File: config.mk
export PLATFORM = sky130hd
export DESIGN_NAME = lock_display_scan
export DESIGN_NICKNAME = d
export VERILOG_FILES = /design/src/rtl/lock_display_scan.sv
export SDC_FILE = /design/constraint.sdc
export NUM_CORES = 1
export LEC_CHECK = 0
export CAP_MARGIN = 10
export CORE_ASPECT_RATIO = 2
export CORE_MARGIN = 5
export CORE_UTILIZATION = 56
export DETAILED_ROUTE_END_ITERATION = 16
export GPL_TIMING_DRIVEN = 0
export PLACE_DENSITY = 0.81
export SYNTH_ARGS = -nofsm -noshare
export SYNTH_HDL_FRONTEND = slang
export SYNTH_SLANG_ARGS = --single-unit
File: constraint.sdc
create_clock -name CLK -period 4.1 [get_ports CLK]
set_input_delay 0.82 -clock CLK [delete_from_list [all_inputs] [get_ports CLK]]
set_output_delay 0.82 -clock CLK [all_outputs]
set_load 0.02 [all_outputs]
File: src/rtl/lock_display_scan.sv
// Multiplexed 8-digit display driver for the lock controller.
// A prescaler produces one scan tick per digit slot; the digit index walks
// 0..7, and the lock inputs are captured into shadow registers only when the
// index returns to 0, so a frame never mixes old and new content.
// AN, SEG and LD are registered on the scan tick that selects the new slot.
module lock_display_scan #(
  parameter int SCAN_DIV  = 100000,
  parameter int BLINK_DIV = 250
) (
  input  logic        CLK,
  input  logic        RESET,
  input  logic [2:0]  MODE,
  input  logic [15:0] CODE,
  input  logic [2:0]  CODE_BIT,
  input  logic [1:0]  ERR_CNT,
  output logic [7:0]  AN,
  output logic [7:0]  SEG,
  output logic [15:0] LD
);

  localparam int PW = $clog2(SCAN_DIV);
  localparam int BW = (BLINK_DIV > 1) ? $clog2(BLINK_DIV) : 1;
  localparam logic [PW-1:0] PRESC_LAST = PW'(SCAN_DIV - 1);
  localparam logic [BW-1:0] BLINK_LAST = BW'(BLINK_DIV - 1);

  typedef enum logic [2:0] {
    M_WAIT   = 3'd0,
    M_INPUT  = 3'd1,
    M_UNLOCK = 3'd2,
    M_ERROR  = 3'd3,
    M_ALARM  = 3'd4
  } mode_t;

  logic [PW-1:0] r_presc;
  logic [2:0]    r_idx;
  mode_t         r_sh_mode;
  logic [15:0]   r_sh_code;
  logic [2:0]    r_sh_cbit;
  logic [1:0]    r_sh_err;
  logic [BW-1:0] r_blink;
  logic          r_phase;
  logic [7:0]    r_an;
  logic [7:0]    r_seg;
  logic [15:0]   r_ld;

  logic          w_tick;
  logic [2:0]    w_idx_nxt;
  logic          w_frame;
  mode_t         w_mode_in;
  logic [2:0]    w_cbit_in;
  mode_t         w_sh_mode;
  logic [15:0]   w_sh_code;
  logic [2:0]    w_sh_cbit;
  logic [1:0]    w_sh_err;
  logic          w_mode_chg;
  logic [BW-1:0] w_blink_nxt;
  logic          w_phase_nxt;
  logic [3:0]    w_nib;
  logic [1:0]    w_k;
  logic          w_blank;
  logic          w_blinks;
  logic [7:0]    w_glyph;
  logic [7:0]    w_an;
  logic [7:0]    w_seg;
  logic [15:0]   w_ld;

  function automatic logic [7:0] f_hex(input logic [3:0] n);
    logic [7:0] g;
    case (n)
      4'h0: g = 8'hC0;
      4'h1: g = 8'hF9;
      4'h2: g = 8'hA4;
      4'h3: g = 8'hB0;
      4'h4: g = 8'h99;
      4'h5: g = 8'h92;
      4'h6: g = 8'h82;
      4'h7: g = 8'hF8;
      4'h8: g = 8'h80;
      4'h9: g = 8'h90;
      4'hA: g = 8'h88;
      4'hB: g = 8'h83;
      4'hC: g = 8'hC6;
      4'hD: g = 8'hA1;
      4'hE: g = 8'h86;
      default: g = 8'h8E;
    endcase
    return g;
  endfunction

  assign w_tick    = (r_presc == PRESC_LAST);
  assign w_idx_nxt = w_tick ? (r_idx + 3'd1) : r_idx;
  // The frame starts when the index wraps from 7 back to 0.
  assign w_frame   = w_tick && (r_idx == 3'd7);
  assign w_cbit_in = (CODE_BIT > 3'd4) ? 3'd4 : CODE_BIT;

  // Undefined mode codes fall back to the idle dash pattern.
  always_comb begin
    case (MODE)
      3'd1:    w_mode_in = M_INPUT;
      3'd2:    w_mode_in = M_UNLOCK;
      3'd3:    w_mode_in = M_ERROR;
      3'd4:    w_mode_in = M_ALARM;
      default: w_mode_in = M_WAIT;
    endcase
  end

  // Slot 0 must already show the freshly captured inputs, so content is
  // computed from the values the shadows are about to take.
  assign w_sh_mode = w_frame ? w_mode_in : r_sh_mode;
  assign w_sh_code = w_frame ? CODE      : r_sh_code;
  assign w_sh_cbit = w_frame ? w_cbit_in : r_sh_cbit;
  assign w_sh_err  = w_frame ? ERR_CNT   : r_sh_err;

  // Prescaler: one scan tick every SCAN_DIV clocks.
  always_ff @(posedge CLK or posedge RESET) begin
    if (RESET)       r_presc <= '0;
    else if (w_tick) r_presc <= '0;
    else             r_presc <= r_presc + PW'(1);
  end

  // Digit index and frame-start capture of the lock inputs.
  always_ff @(posedge CLK or posedge RESET) begin
    if (RESET) begin
      r_idx     <= 3'd7;
      r_sh_mode <= M_WAIT;
      r_sh_code <= '0;
      r_sh_cbit <= '0;
      r_sh_err  <= '0;
    end else begin
      r_idx <= w_idx_nxt;
      if (w_frame) begin
        r_sh_mode <= w_mode_in;
        r_sh_code <= CODE;
        r_sh_cbit <= w_cbit_in;
        r_sh_err  <= ERR_CNT;
      end
    end
  end

  // Blink timer counts scan ticks; a new mode restarts it in the on-phase.
  always_comb begin
    w_mode_chg  = w_frame && (w_mode_in != r_sh_mode);
    w_blink_nxt = r_blink;
    w_phase_nxt = r_phase;
    if (w_tick) begin
      if (w_mode_chg) begin
        w_blink_nxt = '0;
        w_phase_nxt = 1'b1;
      end else if (r_blink == BLINK_LAST) begin
        w_blink_nxt = '0;
        w_phase_nxt = ~r_phase;
      end else begin
        w_blink_nxt = r_blink + BW'(1);
      end
    end
  end

  // Blink counter and phase registers.
  always_ff @(posedge CLK or posedge RESET) begin
    if (RESET) begin
      r_blink <= '0;
      r_phase <= 1'b1;
    end else begin
      r_blink <= w_blink_nxt;
      r_phase <= w_phase_nxt;
    end
  end

  // Glyph, digit enable and LED pattern for the slot being selected.
  always_comb begin
    w_blank  = 1'b0;
    w_blinks = 1'b0;
    w_glyph  = 8'hBF;
    w_ld     = 16'h0000;
    w_nib    = w_sh_code[{w_idx_nxt[1:0], 2'b00} +: 4];
    w_k      = 2'd3 - w_idx_nxt[1:0];
    case (w_sh_mode)
      M_INPUT: begin
        w_blank = w_idx_nxt[2];
        w_glyph = ({1'b0, w_k} < w_sh_cbit) ? f_hex(w_nib) : 8'hF7;
        case (w_sh_cbit)
          3'd1:    w_ld = 16'h0001;
          3'd2:    w_ld = 16'h0003;
          3'd3:    w_ld = 16'h0007;
          3'd4:    w_ld = 16'h000F;
          default: w_ld = 16'h0000;
        endcase
      end
      M_UNLOCK: begin
        w_blank = w_idx_nxt[2];
        case (w_idx_nxt[1:0])
          2'd3:    w_glyph = 8'hC0;
          2'd2:    w_glyph = 8'h8C;
          2'd1:    w_glyph = 8'h86;
          default: w_glyph = 8'hAB;
        endcase
        w_ld = 16'hFFFF;
      end
      M_ERROR: begin
        w_blank  = w_idx_nxt[2];
        w_blinks = 1'b1;
        case (w_idx_nxt[1:0])
          2'd3:    w_glyph = 8'h86;
          2'd2:    w_glyph = 8'hAF;
          2'd1:    w_glyph = 8'hAF;
          default: w_glyph = f_hex({2'b00, w_sh_err});
        endcase
        w_ld = {w_sh_err, 14'd0};
      end
      M_ALARM: begin
        w_blinks = 1'b1;
        w_glyph  = 8'h00;
        w_ld     = w_phase_nxt ? 16'hFFFF : 16'h0000;
      end
      default: begin
        w_glyph = 8'hBF;
        w_ld    = 16'h0000;
      end
    endcase
    if (w_blank) begin
      w_an  = 8'hFF;
      w_seg = 8'hFF;
    end else begin
      w_an  = ~(8'h01 << w_idx_nxt);
      w_seg = w_glyph;
    end
    if (w_blinks && !w_phase_nxt) w_an = 8'hFF;
  end

  // Output registers load once per scan tick.
  always_ff @(posedge CLK or posedge RESET) begin
    if (RESET) begin
      r_an  <= 8'hFF;
      r_seg <= 8'hFF;
      r_ld  <= 16'h0000;
    end else if (w_tick) begin
      r_an  <= w_an;
      r_seg <= w_seg;
      r_ld  <= w_ld;
    end
  end

  assign AN  = r_an;
  assign SEG = r_seg;
  assign LD  = r_ld;

endmodule
==> impl_results.md <==
- Detailed placement HPWL: 8540 um
- Syn Nets: around 510
- Switch Pwr: approximately 0.33 mW
- R2R Setup Slk: 250 ps
- Max-cap viol count: 0
- Clock tree buffer depth: 2
- Clock sink count: 76
- Final period util: 0.940
- Synth Cell Area: 4370 um2
- Root Driver: clkbuf_16
- Async set-or-reset flop fraction in the synthesized netlist: 1.00
- LEAKAGE: 2.28 nW
- Antenna Violating Nets Remaining: 0
- Switching power share of the total: 0.212
- Clock power frac: 0.466
- Yosys warnings: 0
- Maximum VDD drop: around 0.24 mV
- RSZ-0062 raised after global routing: no
- Skew-Pair Late Insertion Delay: 340 ps
- Netlist cell types: 62
- R2R Path End: SEG[3]
- Via count: roughly 3800
- Die Span X: 72.4 um
- Routed WL per cell: 17.8 um
- Most frequent cells in the layout: 86 x nand2_1, 57 x clkdlybuf4s50_1, 56 x dfrtp_1
- Critical path fanouts, max: 10
- Final Non-Filler Cells: 641
- Clock transition at path regs: 60 ps
- Setup crit end kind: register
- Seq pwr share: 0.485
- Post-synthesis cell count: ~470
- Worst r2r src: r_idx[0]
- Worst rel slew slack: 0.381
- Fmax: 259 MHz
- Synth Flop Type: dfrtp_1
- Worst setup startpoint: r_idx[0]
- Die span in y: 135 um
- CP arrival: between 4000 and 5000 ps
- Placed insts: 620
- Vias in the first global route: 3881
- CTS tree: yes
- Worst r2r path cells: 14
- # setup viols final: 0
- H-tree depth reported by CTS: 3
- 1st-pass router iterations: 5
- Final Max Slew Viols: 0
- Least-Margin Pin Slew: 929 ps
- Most common cell after layout, fill and taps aside: nand2_1
- Minimum clock period: ~3900 ps
- Setup crit end: SEG[3]
- Post-synth EDFFs: 0
- Fin area: 5410 um2
- Initial antenna violation count: 0
- Share of post-route cells with drive strength above 1: 0.128
- Pwr/cell area: 289 nW/um2
- HP Class: register to register
- Routability cong.: about 0.9
- Synthesized area per cell: 9.31 um2
- Overall Power: 1.56 mW
- I/O Pins: 58
- Initial Utilization: 0.574
- Port Buffers: 57
- Initial DRC Count: 294
- CTS buffer count: 9
- Yosys top cell area share: 0.321
- GRT Overall Usage: 0.251
- Flops & latches, synth: 76
- Cells taking the most area after synthesis: dfrtp_1 32%, dfstp_2 12%, nand2_1 7.6%
- Clock skew: 4.46 ps
- Int Pwr: 1.23 mW
- First-pass GRT wire length: 18900 um
- Biggest area consumer among synthesized cells: dfrtp_1
- Largest net degree at the start of global routing: just under 80
- Post-synthesis sequential area ratio: 0.441
- Outcome: finished, final reports clean
- Drc violations: 0
- Site Rows: 45
- DR vias/cell: 5.85
- Critical path class: register to register
- DP Area: ~5000 um2
- Final Hold Vio Count: 0
- GRT overflow: 0
- P&R area growth vs syn: 23.9%
- Core box area: around 7600 um2
- Final nets: approximately 600
- Die ar.: 9770 um2
- Combinational Power Share: 0.049
- Antenna diodes: 0
- Setup crit start kind: register
- Worst Path Required: 4360 ps
- Overall routed net length: 11400 um
[synthesized netlist by cell type (4+ instances only)]
cell type   n
a21oi_1    24
a22o_1      4
a31oi_1     4
and3_1      4
buf_4       9
clkbuf_1   11
dfrtp_1    56
dfstp_2    20
ha_1       18
inv_1      18
mux2_2      4
mux2i_1    19
nand2_1    88
nand3_1    18
nand4_1     9
nor2_1     41
nor3_1     11
o211ai_1    4
o21a_1      5
o21ai_0    16
o22a_1      4
xnor2_1    10
xor2_1     14
[layer usage]
layer,track usage,wire length [um],vias up
li1,-,-,1788
met1,0.245,3890,1839
met3,0.0455,444,24
met2,0.478,6740,102
met4,0.133,365,0
met5,0,0,-
[timing repair]
item,in CTS,in global routing
pin swaps,2,2
gates resized for setup,6,2
hold buffers,0,0
buffers inserted,3,3
hold endpoints to repair,0,0
setup endpoints to repair,7,4
[logic make-up (layout without fill, tap and decap cells)]
| group | count (synthesis) | count (layout) | synth area share |
|---|---|---|---|
| compound gates | 86 | 86 | 0.131 |
| simple gates | 197 | 197 | 0.215 |
| xor+xnor | 24 | 24 | 0.0482 |
| fa+ha+maj | 18 | 18 | 0.0516 |
| flops | 76 | 76 | 0.441 |
| buf+inv | 42 | 120 | 0.0453 |
| mux | 26 | 26 | 0.0676 |
[worst min path at each step]
stage	start	endpoint	slack, ps	depth (start not counted)
finish	r_idx[2]	r_idx[2]	460	2
global route	r_idx[2]	r_idx[2]	480	2
CTS	SEG[7]	SEG[7]	460	2
detailed placement	r_idx[2]	r_idx[2]	450	2
global placement	r_idx[2]	r_idx[2]	440	2
floorplan	r_sh_code[4]	r_sh_code[4]	430	2
[worst max-delay path, stage by stage (launching register included)]
cell and delay (ps):
dfstp_2 600, ha_1 190, ha_1 400, buf_2 350, nand2_2 210, clkbuf_1 320
mux2i_1 250, a31oi_4 370, inv_1 140, ha_1 330, inv_1 50, mux2i_1 120
mux2i_1 90, and3_1 180, o22a_1 170
[power by group through the flow]
stage               Combinational [mW]  Sequential [mW]  Clock (mW)
global route                    0.0851            0.758       0.771
global placement                0.0718            0.771           0
finish                          0.0767            0.759       0.728
detailed placement              0.0751            0.771           0
CTS                             0.0771            0.758       0.738
floorplan                       0.0339            0.771           0
[flip-flops by register name, summed over array words and instances, names as in the netlist]
| register | cells |
|---|---|
| AN | 8 |
| r_phase | 1 |
| r_sh_code | 16 |
| r_idx | 3 |
| r_sh_cbit | 3 |
| r_blink | 8 |
| SEG | 8 |
| r_presc | 17 |
| r_sh_mode | 3 |
| r_sh_err | 2 |
| LD | 7 |
[through the flow]
step	hold slack (ps)	worst slack, ps	util	setup TNS (ps)
floorplan	433	459	-	0
global placement	444	-555	0.665	-2630
detailed placement	448	-652	0.665	-3220
CTS	458	11.9	0.708	0
global route	480	83.9	0.712	0
finish	458	246	0.712	0
[area by class of cell]
class | instances | area [um2]
fillers | 571 | 2190
repair buffers | 63 | 616
clock inverters | 2 | 10.0
multi-input cells | 351 | 2280
well taps | 94 | 118
clock buffers | 14 | 264
flip-flops and latches | 76 | 1930
plain buffers | 22 | 119
inverters | 19 | 78.8
(Power assumes the default switching activity.)
